File: src/rtl/sc_game_pkg.sv
// sc_game_pkg: definitions shared by the level sequencer and its pause timer.
//   - level_state_t : sequencer state encoding
//   - DEFAULT_*     : default parameter values for sc_levelsequencer
//   - max_int       : elaboration-time helper for sizing the progress compare
// No ports (package).
package sc_game_pkg;

  localparam int DEFAULT_DATAWIDTH   = 5;
  localparam int DEFAULT_TARGET      = 4;
  localparam int DEFAULT_NUMLEVELS   = 4;
  localparam int DEFAULT_PAUSECYCLES = 50000;
  localparam int DEFAULT_LIVES       = 3;

  localparam int PAUSE_W = 16;
  localparam int LEVEL_W = 3;
  localparam int LIVES_W = 3;

  // ST_HIT is the one-cycle progress clear after losing a life; it is only
  // reachable when the lives feature is compiled in.
  typedef enum logic [2:0] {
    ST_IDLE  = 3'd0,
    ST_PLAY  = 3'd1,
    ST_CLEAR = 3'd2,
    ST_PAUSE = 3'd3,
    ST_WIN   = 3'd4,
    ST_OVER  = 3'd5,
    ST_HIT   = 3'd6
  } level_state_t;

  function automatic int max_int(input int a, input int b);
    return (a > b) ? a : b;
  endfunction

endpackage

File: src/rtl/sc_levelsequencer_timer.sv
// sc_levelsequencer_timer: 16-bit down-counter used for the inter-level pause.
// Ports:
//   clock, reset   : clock and asynchronous active-high reset (count -> 0)
//   load           : load load_value on the next edge (has priority)
//   decrement      : count down by one on the next edge, saturating at zero
//   load_value     : value to load
//   zero           : high while the count reads zero
module sc_levelsequencer_timer
  import sc_game_pkg::*;
(
  input  logic               clock,
  input  logic               reset,
  input  logic               load,
  input  logic               decrement,
  input  logic [PAUSE_W-1:0] load_value,
  output logic               zero
);

  logic [PAUSE_W-1:0] count;

  // Load wins over decrement so a re-entry always restarts the full dwell.
  always_ff @(posedge clock or posedge reset) begin
    if (reset) begin
      count <= '0;
    end else if (load) begin
      count <= load_value;
    end else if (decrement && (count != '0)) begin
      count <= count - 1'b1;
    end
  end

  assign zero = (count == '0);

endmodule

File: src/rtl/sc_levelsequencer.sv
// sc_levelsequencer: game level sequencer (IDLE/PLAY/CLEAR/PAUSE/WIN/OVER).
// Moore machine: every output is decoded from registered state and counters.
// Ports:
//   SC_LEVELPROGRESSCOUNTER_CLOCK_50     : clock
//   SC_LEVELPROGRESSCOUNTER_RESET_InHigh : asynchronous active-high reset
//   SC_LEVELSEQUENCER_Progress_InBus     : progress count from the level counter
//   SC_LEVELSEQUENCER_Start_InLow        : start button, active-low level
//   SC_LEVELSEQUENCER_Collision_InLow    : frog-hit strobe, active-low
//   SC_LEVELSEQUENCER_GameActive_Out     : high enables the progress counter
//   SC_LEVELSEQUENCER_LevelClear_OutLow  : low clears the progress counter
//   SC_LEVELSEQUENCER_Level_OutBus       : current level, 0-based
//   SC_LEVELSEQUENCER_Win_Out            : game won
//   SC_LEVELSEQUENCER_GameOver_Out       : game lost (lives feature only)
//   SC_LEVELSEQUENCER_Lives_OutBus       : remaining lives (lives feature only)
// Build option: define SC_LEVELSEQUENCER_LIVES_EN to enable collisions/lives.
// Without it collisions are ignored, GameOver is 0 and Lives reads 0.
module sc_levelsequencer
  import sc_game_pkg::*;
#(
  parameter int LEVELSEQUENCER_DATAWIDTH   = DEFAULT_DATAWIDTH,
  parameter int LEVELSEQUENCER_TARGET      = DEFAULT_TARGET,
  parameter int LEVELSEQUENCER_NUMLEVELS   = DEFAULT_NUMLEVELS,
  parameter int LEVELSEQUENCER_PAUSECYCLES = DEFAULT_PAUSECYCLES,
  parameter int LEVELSEQUENCER_LIVES       = DEFAULT_LIVES
) (
  input  logic                                SC_LEVELPROGRESSCOUNTER_CLOCK_50,
  input  logic                                SC_LEVELPROGRESSCOUNTER_RESET_InHigh,
  input  logic [LEVELSEQUENCER_DATAWIDTH-1:0] SC_LEVELSEQUENCER_Progress_InBus,
  input  logic                                SC_LEVELSEQUENCER_Start_InLow,
  input  logic                                SC_LEVELSEQUENCER_Collision_InLow,
  output logic                                SC_LEVELSEQUENCER_GameActive_Out,
  output logic                                SC_LEVELSEQUENCER_LevelClear_OutLow,
  output logic [2:0]                          SC_LEVELSEQUENCER_Level_OutBus,
  output logic                                SC_LEVELSEQUENCER_Win_Out,
  output logic                                SC_LEVELSEQUENCER_GameOver_Out,
  output logic [2:0]                          SC_LEVELSEQUENCER_Lives_OutBus
);

  // The compare is at least 5 bits wide so the default target always fits.
  localparam int CMP_W = max_int(LEVELSEQUENCER_DATAWIDTH, 5);

  localparam logic [CMP_W-1:0]   TARGET_CMP = CMP_W'(LEVELSEQUENCER_TARGET);
  localparam logic [LEVEL_W-1:0] LAST_LEVEL = LEVEL_W'(LEVELSEQUENCER_NUMLEVELS - 1);
  localparam logic [PAUSE_W-1:0] PAUSE_LOAD = PAUSE_W'(LEVELSEQUENCER_PAUSECYCLES - 1);

  logic clock;
  logic reset;
  logic start_n;
  logic [CMP_W-1:0] progress_ext;
  logic reached;

  level_state_t state, next_state;
  logic [LEVEL_W-1:0] level, level_next;
  logic timer_load, timer_dec, timer_zero;

  assign clock        = SC_LEVELPROGRESSCOUNTER_CLOCK_50;
  assign reset        = SC_LEVELPROGRESSCOUNTER_RESET_InHigh;
  assign start_n      = SC_LEVELSEQUENCER_Start_InLow;
  assign progress_ext = CMP_W'(SC_LEVELSEQUENCER_Progress_InBus);
  assign reached      = (progress_ext >= TARGET_CMP);

`ifdef SC_LEVELSEQUENCER_LIVES_EN
  logic collision_n;
  logic [LIVES_W-1:0] lives, lives_next;
  assign collision_n = SC_LEVELSEQUENCER_Collision_InLow;
`else
  logic unused_collision;
  assign unused_collision = SC_LEVELSEQUENCER_Collision_InLow;
`endif

  // State, level and lives registers.
  always_ff @(posedge clock or posedge reset) begin
    if (reset) begin
      state <= ST_IDLE;
      level <= '0;
`ifdef SC_LEVELSEQUENCER_LIVES_EN
      lives <= LIVES_W'(LEVELSEQUENCER_LIVES);
`endif
    end else begin
      state <= next_state;
      level <= level_next;
`ifdef SC_LEVELSEQUENCER_LIVES_EN
      lives <= lives_next;
`endif
    end
  end

  // Next-state logic. Level completion is tested before collision so a
  // simultaneous hit never costs a life.
  always_comb begin
    next_state = state;
    level_next = level;
    timer_load = 1'b0;
    timer_dec  = 1'b0;
`ifdef SC_LEVELSEQUENCER_LIVES_EN
    lives_next = lives;
`endif
    case (state)
      ST_IDLE: begin
        if (!start_n) begin
          next_state = ST_PLAY;
          level_next = '0;
`ifdef SC_LEVELSEQUENCER_LIVES_EN
          lives_next = LIVES_W'(LEVELSEQUENCER_LIVES);
`endif
        end
      end
      ST_PLAY: begin
        if (reached) begin
          next_state = ST_CLEAR;
`ifdef SC_LEVELSEQUENCER_LIVES_EN
        end else if (!collision_n) begin
          lives_next = lives - 1'b1;
          next_state = (lives == LIVES_W'(1)) ? ST_OVER : ST_HIT;
`endif
        end
      end
      ST_CLEAR: begin
        if (level < LAST_LEVEL) begin
          next_state = ST_PAUSE;
          level_next = level + 1'b1;
          timer_load = 1'b1;
        end else begin
          next_state = ST_WIN;
        end
      end
      ST_PAUSE: begin
        if (timer_zero) begin
          next_state = ST_PLAY;
        end else begin
          timer_dec = 1'b1;
        end
      end
      ST_HIT: begin
        next_state = ST_PLAY;
      end
      ST_WIN, ST_OVER: begin
        if (!start_n) begin
          next_state = ST_IDLE;
        end
      end
      default: begin
        next_state = ST_IDLE;
      end
    endcase
  end

  sc_levelsequencer_timer u_timer (
    .clock      (clock),
    .reset      (reset),
    .load       (timer_load),
    .decrement  (timer_dec),
    .load_value (PAUSE_LOAD),
    .zero       (timer_zero)
  );

  // The counter stays enabled through the clear cycle so it sees the clear.
  assign SC_LEVELSEQUENCER_GameActive_Out    = (state == ST_PLAY) || (state == ST_CLEAR) ||
                                               (state == ST_HIT);
  assign SC_LEVELSEQUENCER_LevelClear_OutLow = !((state == ST_CLEAR) || (state == ST_HIT));
  assign SC_LEVELSEQUENCER_Level_OutBus      = level;
  assign SC_LEVELSEQUENCER_Win_Out           = (state == ST_WIN);

`ifdef SC_LEVELSEQUENCER_LIVES_EN
  assign SC_LEVELSEQUENCER_GameOver_Out = (state == ST_OVER);
  assign SC_LEVELSEQUENCER_Lives_OutBus = lives;
`else
  assign SC_LEVELSEQUENCER_GameOver_Out = 1'b0;
  assign SC_LEVELSEQUENCER_Lives_OutBus = 3'd0;
`endif

endmodule

File: config.mk
export PLATFORM = sky130hd
export DESIGN_NAME = sc_levelsequencer
export DESIGN_NICKNAME = d
export VERILOG_FILES = /design/src/rtl/sc_game_pkg.sv /design/src/rtl/sc_levelsequencer_timer.sv /design/src/rtl/sc_levelsequencer.sv
export SDC_FILE = /design/constraint.sdc
export NUM_CORES = 1
export LEC_CHECK = 0
export ABC_AREA = 1
export CAP_MARGIN = 40
export CORE_UTILIZATION = 55
export CTS_BUF_LIST = sky130_fd_sc_hd__clkbuf_16
export DETAILED_ROUTE_END_ITERATION = 16
export PLACE_DENSITY_LB_ADDON = 0.12
export SYNTH_ARGS = -nofsm -noshare
export SYNTH_HDL_FRONTEND = slang
export SYNTH_HIERARCHICAL = 1
export SYNTH_SLANG_ARGS = --single-unit
File: constraint.sdc
create_clock -name SC_LEVELPROGRESSCOUNTER_CLOCK_50 -period 2.65 [get_ports SC_LEVELPROGRESSCOUNTER_CLOCK_50]
set_clock_uncertainty 0.1 [all_clocks]
set_input_delay 0.795 -clock SC_LEVELPROGRESSCOUNTER_CLOCK_50 [delete_from_list [all_inputs] [get_ports SC_LEVELPROGRESSCOUNTER_CLOCK_50]]
set_output_delay 0.795 -clock SC_LEVELPROGRESSCOUNTER_CLOCK_50 [all_outputs]
set_load 0.1 [all_outputs]
* Word-level counts from Yosys, hierarchy flattened
Index checks and enable logic that the tools add are counted.
** Operators by class
- Reduce and logical (&&, ||, !) cells :: 13
- Magnitude comparators :: 2
- Add/subtract/negate cells :: 2
- Multiplexer cells :: 14
- Eq/ne operators :: 11
** Operator list (count)
- two-way mux 16 bit :: 2
- two-way mux 3 bit :: 6
- case mux 3 bit (6 select lines) :: 1
- logical NOT 16 bit :: 1
- nonzero test 16 bit :: 1
- subtractor 16 x 1 -> 16 bit (second input constant) :: 1
- inequality test 2 bit (second input constant) :: 5
- equality test 3 bit (second input constant) :: 3
- equality test 3 x 2 -> 1 bit (second input constant) :: 2
- case mux 3 bit (2 select lines) :: 1
- greater-or-equal comparator 5 x 3 -> 1 bit (second input constant) :: 1
- two-way mux 1 bit :: 4
- AND reduction 4 bit :: 1
- nonzero test 2 bit :: 2
- adder 3 x 1 -> 3 bit (second input constant) :: 1
- equality test 3 x 1 -> 1 bit (second input constant) :: 1
- logical NOT 3 bit :: 1
- logical OR 1 bit :: 3
- < comparator 3 x 2 -> 1 bit (second input constant) :: 1
- AND reduction 3 bit :: 1
- OR reduction 2 bit :: 1
- logical AND 1 bit :: 1
- logical NOT 1 bit :: 1
** Storage, ports and cells
- Word-level logic and storage cells :: 45
- Bits in registers :: 22

* Depth between registers and ports, before layout
Gate-level depths: netlist of the first run.
- Word-level depth :: 6
- Mapped depth :: 15

* Hierarchy
Netlist of the first run, hierarchy kept.
** By module, submodules not included
- sc_levelsequencer_timer :: instances 1, sequential area each 400.4 sq um, cells an instance 170, area each 1126.1 sq um
- sc_levelsequencer :: instances 1, sequential area each 150.1 sq um, cells an instance 69, area each 445.4 sq um

* Worst setup path before layout of the first run
Ideal clock, no wire load.
- Path type :: register to output
- From :: register state[0]
- To :: output port SC_LEVELSEQUENCER_GameActive_Out
- Stages on the path, launching flop included :: 5
- Path buffers :: 0
- Data arrival time :: 2749 ps
- Slack :: -994 ps
- Path through :: dfrtp_1 -> inv_1 -> nor2_1 -> inv_1 -> o21ai_0
** On the way
- Word-level cells in the longest chain between the ends :: 3
- Elaborated cells between the ends (all ways) :: 5
- Those cells by class :: eq/ne (3); reduce/logical (2)
** Ends and longest elaborated chain
- start: declaration :: line sc_levelsequencer.sv:52 : level_state_t state, next_state;
- start signal: assignment :: line sc_levelsequencer.sv:80 : state <= next_state;
- equality test 3 x 1 -> 1 bit or equality test 3 x 2 -> 1 bit (tied branches) :: line sc_levelsequencer.sv:158 : assign SC_LEVELSEQUENCER_GameActive_Out = (state == ST_PLAY) || (state == ST_CLEAR) ||
- logical OR 1 bit :: line sc_levelsequencer.sv:158
- logical OR 1 bit * :: line sc_levelsequencer.sv:158
- end: declaration :: line sc_levelsequencer.sv:31 : output logic SC_LEVELSEQUENCER_GameActive_Out,
Every way passes the cells marked *; elsewhere a longest branch is shown, timed or not.

* Final worst setup path of the first run
Ends and elaborated chain as after synthesis.

==> results.md, run 1 <==
- Slew of the pin with the lowest slew margin: 0.6406 ns
- Largest net degree at the start of global routing: 17
- R2R depth: 14
- DR vias/cell: 4.745
- Max Fanout on Critical Path: 5
- Required time of the critical path: 1.76 ns
- Adder-cell share of the synthesized area: 1.592%
- DIE AREA: 3075 µm²
- Maximum VDD drop: 1.536 mV
- Top Ports: 19
- Hold depth: 2
- Gate Count Post-Synth: 239
- Clock Sinks: 22
- Buf/Inv on CP: 3
- Max Slew Vio Count: 0
- Slew margin rel.: 57.24%
- Initial antenna violation count: 0
- Vias in the first global route: 1370
- First-pass GRT wire length: 5975 µm
- Worst reg-to-reg setup slack: 0.38 ns
- Max cap viols: 0
- Synthesis-to-finish area growth: 17.99%
- WL final: 3206 µm
- Worst path most repeated cell: inv_1
- IO Port Bufs: 11
- Arrival time at the worst endpoint: 1.43 ns
- CP Launch Type: flop
- Die Wd: 55.46 µm
- Worst Hold Endpoint: u_timer/count[0]
- # H-tree levels: 1
- Final setup violation count: 0
- Pwr/cell area: 1312 nW/µm²
- Crit path max-delay family: flip-flops
- CTS buffer count: 3
- Slowest stage delay, CP: 0.43 ns
- Fin worst setup slack: 0.3208 ns
- Core area: 2734 µm²
- CTS tree: done
- Hold Crit Class: flop to flop
- Largest family of logic cells by synthesized area: simple AND/OR/NAND/NOR gates
- Die Y-Extent: 55.46 µm
- Initial Util: 57.48%
- Congestion Overflow GR: 0
- Leakage: 0.0009678 µW
- HPWL after detailed placement: 2356 µm
- Gr usage total: 24.25%
- Syn Area/Cell: 6.575 µm²
- WL per Instance: 10.76 µm
- Netlist Area Pre-Place: 1572 µm²
- Sequential share of the synthesized area: 35.03%
- Netlist cell types: 28
- Reg-to-reg startpoint: u_timer/count[0]
- PostCTS Resize Cnt: 0
- Multiplexer share of the synthesized area: 0%
- Placer Congestion: 0.8591
- RSZ-0062 raised after global routing: no
- Slowest cell on crit path: dfrtp_1
- Fillers: 263
- Via Count: 1414
- Post-CTS Hold Buffers: 0
- Clock Pin Slew Worst Setup and Hold Paths: 0.06 ns
- Final net count: 279
- Ant. Diodes: 0
- Number of synthesis warnings: 6
- Hold_sp: u_timer/count[0]
- Hold slack: 0.4282 ns
- Post-Synth Simple-Gate Area: 45.22%
- Post-CTS setup buffers: 0
- Seq cells post-synth: 22
- Final period util: 87.90%
- Worst-path cell chain: inv_1 -> nor2_1 -> inv_1 -> o21ai_1 -> buf_12
- Final Hold Viols: 0
- Status: finished clean
- # rows: 19
- Drt drc: 0
- CTS root buf: clkbuf_16
- Post-route ant nets: 0
- Clock buffer depth: 2
- Place WS: 0.3765 ns
- XOR/XNOR Fraction of Synth Area: 4.459%
- DR pass1 iterations: 4
- Crit path capture type: primary output
- Synth Area in Compound Gates: 3.981%
- Critical path type: flop to primary output
- Worst reg2reg endpoint: u_timer/count[2]
- Clk_lat worst skew: 0.25 ns
- Layout cells sized above 1: 10.86%
- Min cycle time layout: 2.329 ns
- Fmax: 429.3 MHz
- DRT iter0 DRCs: 73
-- power breakdown --
group | internal, µW | switching [µW] | leakage (µW) | total, µW
Combinational | 486 | 950 | 0.000658 | 1440
Clock | 201 | 120 | 0.0000385 | 321
Sequential | 492 | 185 | 0.000271 | 677
Total | 1180 | 1250 | 0.000968 | 2430
-- worst max-delay path by stage --
| stage | from | to | slack [ns] | depth (start not counted) |
|---|---|---|---|---|
| 2_1_floorplan | state[0] | SC_LEVELSEQUENCER_GameActive_Out | -0.25 | 4 |
| 3_3_place_gp | u_timer/count[0] | u_timer/count[14] | 0.40 | 13 |
| 3_5_place_dp | u_timer/count[0] | u_timer/count[2] | 0.38 | 14 |
| 4_1_cts | state[0] | SC_LEVELSEQUENCER_GameActive_Out | 0.32 | 5 |
| 5_1_grt | u_timer/count[0] | u_timer/count[2] | 0.16 | 14 |
| 6_report | state[0] | SC_LEVELSEQUENCER_GameActive_Out | 0.32 | 5 |
-- flip-flops by register name, summed over array words and instances, names as in the netlist --
signal,cells
u_timer/count,16
SC_LEVELSEQUENCER_Level_OutBus,3
state,3
-- synthesized netlist by cell type --
library cell   count  area [µm²]
nand4_1            2       12.51
ha_1               2       25.02
nand3b_1           1       7.510
and2_1             1       6.260
dlygate4sd1_1      1       8.760
buf_4              4       30.03
buf_6              1       11.26
inv_1             20       75.07
clkinv_1           1       3.750
nor3_1             2       10.01
a21oi_1            1       5.000
nand2_4            2       22.52
xnor2_1            3       26.28
xor2_1             5       43.79
o21ai_0            7       35.03
or2_0              1       6.260
nor2_4             1       11.26
clkbuf_2           1       5.000
dfrtp_1           22       550.5
nand3_1           26       130.1
inv_2              3       11.26
nand2_2            5       31.28
nand2_1           82       307.8
nor2_1            34       127.6
or2_2              3       18.77
o21bai_1           3       22.52
conb_1             2       7.510
nor2_2             3       18.77
-- routing by layer --
metal	GRT usage, %	part of all wire (%)	wire length (µm)
met5	0	0	0
met4	7.857	1.5	47
met3	2.810	1.6	51
met2	37.52	45	1448
met1	35.45	52	1659
-- stage by stage --
stage | util, % | cell area (µm²) | TNS [ns] | instances | total power [µW]
floorplan | - | 1644 | -0.2540 | 257 | 1796
global placement | 64.94 | 1775 | 0 | 294 | 2090
detailed placement | 64.94 | 1775 | 0 | 294 | 2109
CTS | 67.83 | 1854 | 0 | 298 | 2446
global route | 67.83 | 1854 | 0 | 298 | 2664
finish | 67.83 | 1854 | 0 | 298 | 2434
-- worst min-delay path, delay by kind of cell, from the launching register on --
kind | cells | cell delay [ns]
flip-flops | 1 | 0.37
AND/OR/NAND/NOR | 2 | 0.12
-- cell usage in the layout (no fill, tap or decap) --
| master | count |
|---|---|
| a21oi_1 | 1 |
| and2_1 | 1 |
| buf_12 | 3 |
| buf_4 | 5 |
| clkbuf_16 | 3 |
| clkdlybuf4s50_1 | 5 |
| clkinv_1 | 2 |
| conb_1 | 20 |
| dfrtp_1 | 22 |
| ha_1 | 2 |
| inv_1 | 20 |
| inv_2 | 3 |
| nand2_1 | 82 |
| nand2_2 | 5 |
| nand2_4 | 2 |
| nand3_1 | 26 |
| nand3b_1 | 1 |
| nand4_1 | 2 |
| nor2_1 | 34 |
| nor2_2 | 3 |
| nor2_4 | 1 |
| nor3_1 | 1 |
| nor3_2 | 1 |
| o21ai_0 | 6 |
| o21ai_1 | 1 |
| o21bai_1 | 3 |
| or2_0 | 1 |
| or2_2 | 3 |
| xnor2_1 | 3 |
| xor2_1 | 5 |
-- kinds of logic after synthesis --
group / Yosys count
other: 2
AND/OR/NAND/NOR: 163
buffers and inverters: 31
adder cells (fa/ha/maj): 2
AO/OA/AOI/OAI: 11
flip-flops: 22
XOR/XNOR: 8
-- layout make-up --
type                            instances  area, µm²  area share, %
Clock buffer                            3      75.07          4.049
Clock inverter                          1      3.754         0.2024
Inverter                               24      90.09          4.858
Multi-Input combinational cell        204      948.4          51.15
Sequential cell                        22      550.5          29.69
Tap cell                               31      38.79          2.092
Timing Repair Buffer                   13      147.6          7.962
No activity file was read; power rests on OpenSTA's default activity.
==> run 2: changes to the inputs <==
Settings changed: CORE_UTILIZATION 55 to 54, CTS_CLUSTER_SIZE from default to 20, SYNTH_HIERARCHICAL 1 to default.
==> run 2 against run 1 <==
Critical path depth is the same. Clock power is essentially flat. Largest cell class unchanged. Die area shrank 7.9%. Critical endpoint unchanged. Synthesized area shrank 9.9%. First-iteration DRC count shrank 27%. Clock-buffer cell count is the same. Sequential share of layout area grew 3.9 points.
==> results.md, run 2 <==
- Status: finished clean
- WL final: 3071 µm
- Seq cells post-synth: 22
- DIE AREA: 2832 µm²
- Total power: 2307 µW
- Fillers: 217
- Most frequent cells in the layout: nand2_1 (64), nor2_1 (26), inv_1 (24)
- Critical path type: flop to primary output
- Placer Congestion: 0.8883
- Post-CTS Hold Buffers: 0
- Fin worst setup slack: 0.3417 ns
- HPWL after detailed placement: 2304 µm
- Synth async-reset ratio: 100.0%
- Gr usage total: 25.15%
- Die Y-Extent: 53.22 µm
- Clock Sinks: 22
- DRT iter0 DRCs: 53
- Initial antenna violation count: 0
- Clk_lat worst skew: 0.25 ns
- IO Port Bufs: 11
- Syn Area/Cell: 6.909 µm²
- Most common cell after layout, fill and taps aside: nand2_1
- CTS root buf: clkbuf_16
- Maximum VDD drop: 1.512 mV
- # rows: 18
- Drt drc: 0
- Clock buffer depth: 2
- Main synth FF type: dfrtp_1
- Clock Pin Slew Worst Setup and Hold Paths: 0.06 ns
- CP Launch Type: flop
- Post-Layout Cell Count: 248
- Place WS: 0.6130 ns
- Final setup violation count: 0
- PostCTS Resize Cnt: 0
- Synthesis-to-finish area growth: 15.81%
- CTS tree: done
- Required time of the critical path: 1.76 ns
- # H-tree levels: 1
- Fin util: 66.21%
- Via Count: 1306
- Share of the synthesized area in the top cell type: 38.87%
- Slew of the pin with the lowest slew margin: 0.5496 ns
- WL per Instance: 12.38 µm
- First-pass GRT wire length: 5133 µm
- Most frequent cell after synthesis: nand2_1
- Most flops, register: u_timer.count
- CTS buffer count: 3
- Max Fanout on Critical Path: 5
- Top post-synthesis cells by area: dfrtp_1 (39%), nand2_1 (17%), nor2_1 (6.9%)
- Netlist Area Pre-Place: 1416 µm²
- Max Slew Vio Count: 0
- Hold Crit Class: flop to flop
- Crit path capture type: primary output
- RSZ-0062 raised after global routing: no
- Post-Place Cells: 244
- Ant. Diodes: 0
- Synth top cells by count: nand2_1 (64), nor2_1 (26), inv_1 (24)
- Final period util: 87.11%
- Largest area contributor in the netlist: dfrtp_1
- Gate Count Post-Synth: 205
- Arrival time at the worst endpoint: 1.41 ns
- Vias in the first global route: 1194
- Post-route ant nets: 0
- Max cap viols: 0
- Top Ports: 19
- Post-CTS setup buffers: 0
- Final Hold Viols: 0
- Final net count: 230
- Congestion Overflow GR: 0
- Fmax: 433.2 MHz
- Largest net degree at the start of global routing: 23
- Netlist cell types: 27
- Min cycle time layout: 2.308 ns
- Pwr/cell area: 1406 nW/µm²
- DR pass1 iterations: 4
- Leakage: 0.0008697 µW
- Die Wd: 53.22 µm
- Number of synthesized flops with an enable pin: 0
- Max FFs per register: 16
- Layout cells sized above 1: 9.633%
- Sequential share of the synthesized area: 38.87%
- Initial Util: 57.17%
- Slew margin rel.: 63.36%
- Number of synthesis warnings: 0
- DR vias/cell: 5.266
- Core area: 2477 µm²
-- run 2: cell count changes after synthesis, moves of 2 or more --
cell,change
a21oi_1,+5
inv_1,+4
nand2_1,-18
nand2_2,-2
nand3_1,-12
nand4_1,+4
nor2_1,-8
o21ai_0,+3
o21ai_1,+2
or2_2,-2
xnor2_1,-2
xor2_1,-3
-- run 2: cells by family (layout without fill, tap and decap cells) --
logic type / Yosys count / after routing / share of synthesized area [%]
AO/OA/AOI/OAI: 23 / 23 / 9.099
XOR/XNOR: 3 / 3 / 1.855
adder cells (fa/ha/maj): 2 / 2 / 1.767
buffers and inverters: 32 / 42 / 10.34
flip-flops: 22 / 22 / 38.87
other: 1 / 4 / 0.2648
AND/OR/NAND/NOR: 122 / 122 / 37.81
-- run 2: final timing paths --
check | slack [ns] | from | end | cells after the start
max in group asynchronous | 1.44 | SC_LEVELPROGRESSCOUNTER_RESET_InHigh | u_timer.count[11] | 3
max | 0.34 | state[0] | SC_LEVELSEQUENCER_GameActive_Out | 5
max reg2reg | 0.77 | u_timer.count[0] | u_timer.count[3] | 10
min | 0.41 | u_timer.count[0] | u_timer.count[0] | 1
min in group asynchronous | 0.78 | SC_LEVELPROGRESSCOUNTER_RESET_InHigh | u_timer.count[2] | 3
min reg2reg | 0.41 | u_timer.count[0] | u_timer.count[0] | 1
-- run 2: stage by stage --
step / hold WS [ns] / setup TNS (ns) / area (µm²)
2_1_floorplan: 0.3595 / -0.2578 / 1433
3_3_place_gp: 0.3834 / 0 / 1562
3_5_place_dp: 0.3919 / 0 / 1562
4_1_cts: 0.4027 / 0 / 1640
5_1_grt: 0.4239 / 0 / 1640
6_report: 0.4052 / 0 / 1640
-- run 2: critical path, stage by stage (launching register included) --
cell     delay, ns
dfrtp_1       0.42
inv_1         0.10
nor2_1        0.17
inv_1         0.06
o21ai_1       0.20
buf_12        0.21
-- run 2: cell type report --
type / instances / area (µm²) / area share (%)
Multi-Input combinational cell: 154 / 735.7 / 44.85
Sequential cell: 22 / 550.5 / 33.56
Timing Repair Buffer: 12 / 140.1 / 8.543
Inverter: 26 / 97.59 / 5.950
Clock buffer: 3 / 75.07 / 4.577
Tap cell: 30 / 37.54 / 2.288
Clock inverter: 1 / 3.754 / 0.2288
-- run 2: where the power goes --
part | switching [µW] | total (µW) | internal, µW
Sequential | 144 | 617 | 473
Clock | 122 | 323 | 201
Combinational | 954 | 1370 | 412
Total | 1220 | 2310 | 1090
-- run 2: layer usage --
| metal | global-route usage [%] | vias to the layer above | share of wire (%) |
|---|---|---|---|
| met2 | 43.13 | 21 | 49 |
| met3 | 4.310 | 2 | 3.2 |
| met4 | 3.947 | 0 | 0.33 |
| met5 | 0 | - | 0 |
| li1 | - | 676 | - |
| met1 | 33.33 | 607 | 47 |
==> run 3: changes to the inputs <==
Settings changed: CORE_UTILIZATION 54 to 40.
Clock period 2.65 ns to 2.2 ns, I/O delays scaled along.
==> run 3 against run 2 <==
Global-route usage is 5.8 points lower. Clock-buffer cell count is the same. Worst hold slack improved by 0.011 ns. Via count hardly changed. Final cell count grew 6.5%. Core utilization fell by 15 points. Critical path type unchanged. Total power rose by 25%. Worst setup slack got worse by 0.25 ns. Sequential share of layout area down 1.4 points. Highest routed layer unchanged. First-iteration DRC count up 58%.
==> results.md, run 3 (synthesized netlist as in run 2, its figures left out) <==
- Hold slack: 0.4165 ns
- Crit path max-delay family: flip-flops
- Buf/Inv on CP: 2
- RSZ-0062 raised after global routing: no
- DR vias/cell: 4.943
- Gr usage total: 19.33%
- # rows: 21
- Core area: 3363 µm²
- Most frequent cells in the layout: nand2_1 (64), nor2_1 (25), inv_1 (24)
- CP startpoint: state[1]
- Layout cells sized above 1: 11.47%
- Required time of the critical path: 1.44 ns
- Top Ports: 19
- Final period util: 95.89%
- Min cycle time layout: 2.110 ns
- Slew margin rel.: 64.62%
- Initial antenna violation count: 0
- DIE AREA: 3783 µm²
- Clock buffer depth: 2
- PostCTS Resize Cnt: 0
- Final net count: 231
- DR pass1 iterations: 4
- IO Port Bufs: 11
- HPWL after detailed placement: 2353 µm
- CP Launch Type: flop
- Fin worst setup slack: 0.09042 ns
- Most common cell after layout, fill and taps aside: nand2_1
- Initial Util: 42.11%
- Post-CTS setup buffers: 0
- WL final: 3172 µm
- Ant. Diodes: 0
- Die Y-Extent: 61.51 µm
- Crit path capture type: primary output
- First-pass GRT wire length: 5285 µm
- Die Wd: 61.51 µm
- Congestion Overflow GR: 0
- Max Fanout on Critical Path: 7
- Arrival time at the worst endpoint: 1.35 ns
- Critical path type: flop to primary output
- Final Hold Viols: 0
- Largest net degree at the start of global routing: 23
- Vias in the first global route: 1196
- CTS root buf: clkbuf_16
- Drt drc: 0
- Pwr/cell area: 1684 nW/µm²
- Post-CTS Hold Buffers: 0
- Slew of the pin with the lowest slew margin: 0.5308 ns
- Fin util: 51.00%
- DRT iter0 DRCs: 84
- Most flops, register: u_timer.count
- Slowest cell on crit path: dfrtp_1
- Synthesis-to-finish area growth: 21.11%
- Worst reg-to-reg setup slack: 0.31 ns
- Footprint of the multi-input gates: 748.2 µm²
- Max cap viols: 0
- Hold Crit Class: flop to flop
- Maximum VDD drop: 0.6631 mV
- Clock Sinks: 22
- Status: finished clean
- Slowest stage delay, CP: 0.49 ns
- Hold_sp: u_timer.count[0]
- Clock Pin Slew Worst Setup and Hold Paths: 0.05 ns
- # H-tree levels: 1
- CTS buffer count: 3
- Placer Congestion: 0.8387
- Worst-path cell chain: nor2_2 -> inv_1 -> o21ai_2 -> buf_12
- Storage element area: 551.8 µm²
- Final setup violation count: 0
- Total Neg Setup Slack: 0 ns
- Clk_lat worst skew: 0.26 ns
- Max FFs per register: 16
- Post-route ant nets: 0
- Leakage: 0.0008844 µW
- Place WS: 0.2885 ns
- Fillers: 341
- WL per Instance: 12.02 µm
- CTS tree: done
- Max Slew Vio Count: 0
- Fmax: 474.0 MHz
- Reg-to-reg startpoint: u_timer.count[0]
- Via Count: 1305
run 3: per-layer routing:
metal  track usage [%]  up-vias  share of wire (%)
li1                  -      675                  -
met1             26.10      613                 49
met2             31.80       13                 47
met3             2.521        4                2.5
met4             6.667        0                1.1
met5                 0        -                  0
run 3: per-stage QoR:
step	instance area, µm²	cells	total power [µW]
after floorplan	1443	208	2038
after global placement	1637	261	2439
after detailed placement	1637	261	2489
after CTS	1712	264	2891
after global routing	1715	264	3128
final	1715	264	2890
run 3: worst paths after layout:
check / endpoint / cells after the start
worst max-delay path: SC_LEVELSEQUENCER_GameActive_Out / 4
max in group asynchronous: state[0] / 3
worst min register to register: u_timer.count[0] / 1
min in group asynchronous: u_timer.count[4] / 3
worst min-delay path: u_timer.count[0] / 1
worst max register to register: u_timer.count[2] / 10
run 3: area by class of cell:
| cell class | count | area share [%] |
|---|---|---|
| multi-input combinational | 154 | 43.62 |
| sequential | 22 | 32.17 |
| timing repair buffer | 13 | 10.80 |
| inverter | 26 | 5.689 |
| clock buffer | 3 | 4.376 |
| tap | 46 | 3.355 |
run 3: where the power goes:
part | switching [µW] | internal [µW] | leakage (µW)
clock | 145 | 240 | 0.0000370
combinational | 1160 | 568 | 0.000567
sequential | 207 | 572 | 0.000280
total | 1510 | 1380 | 0.000884
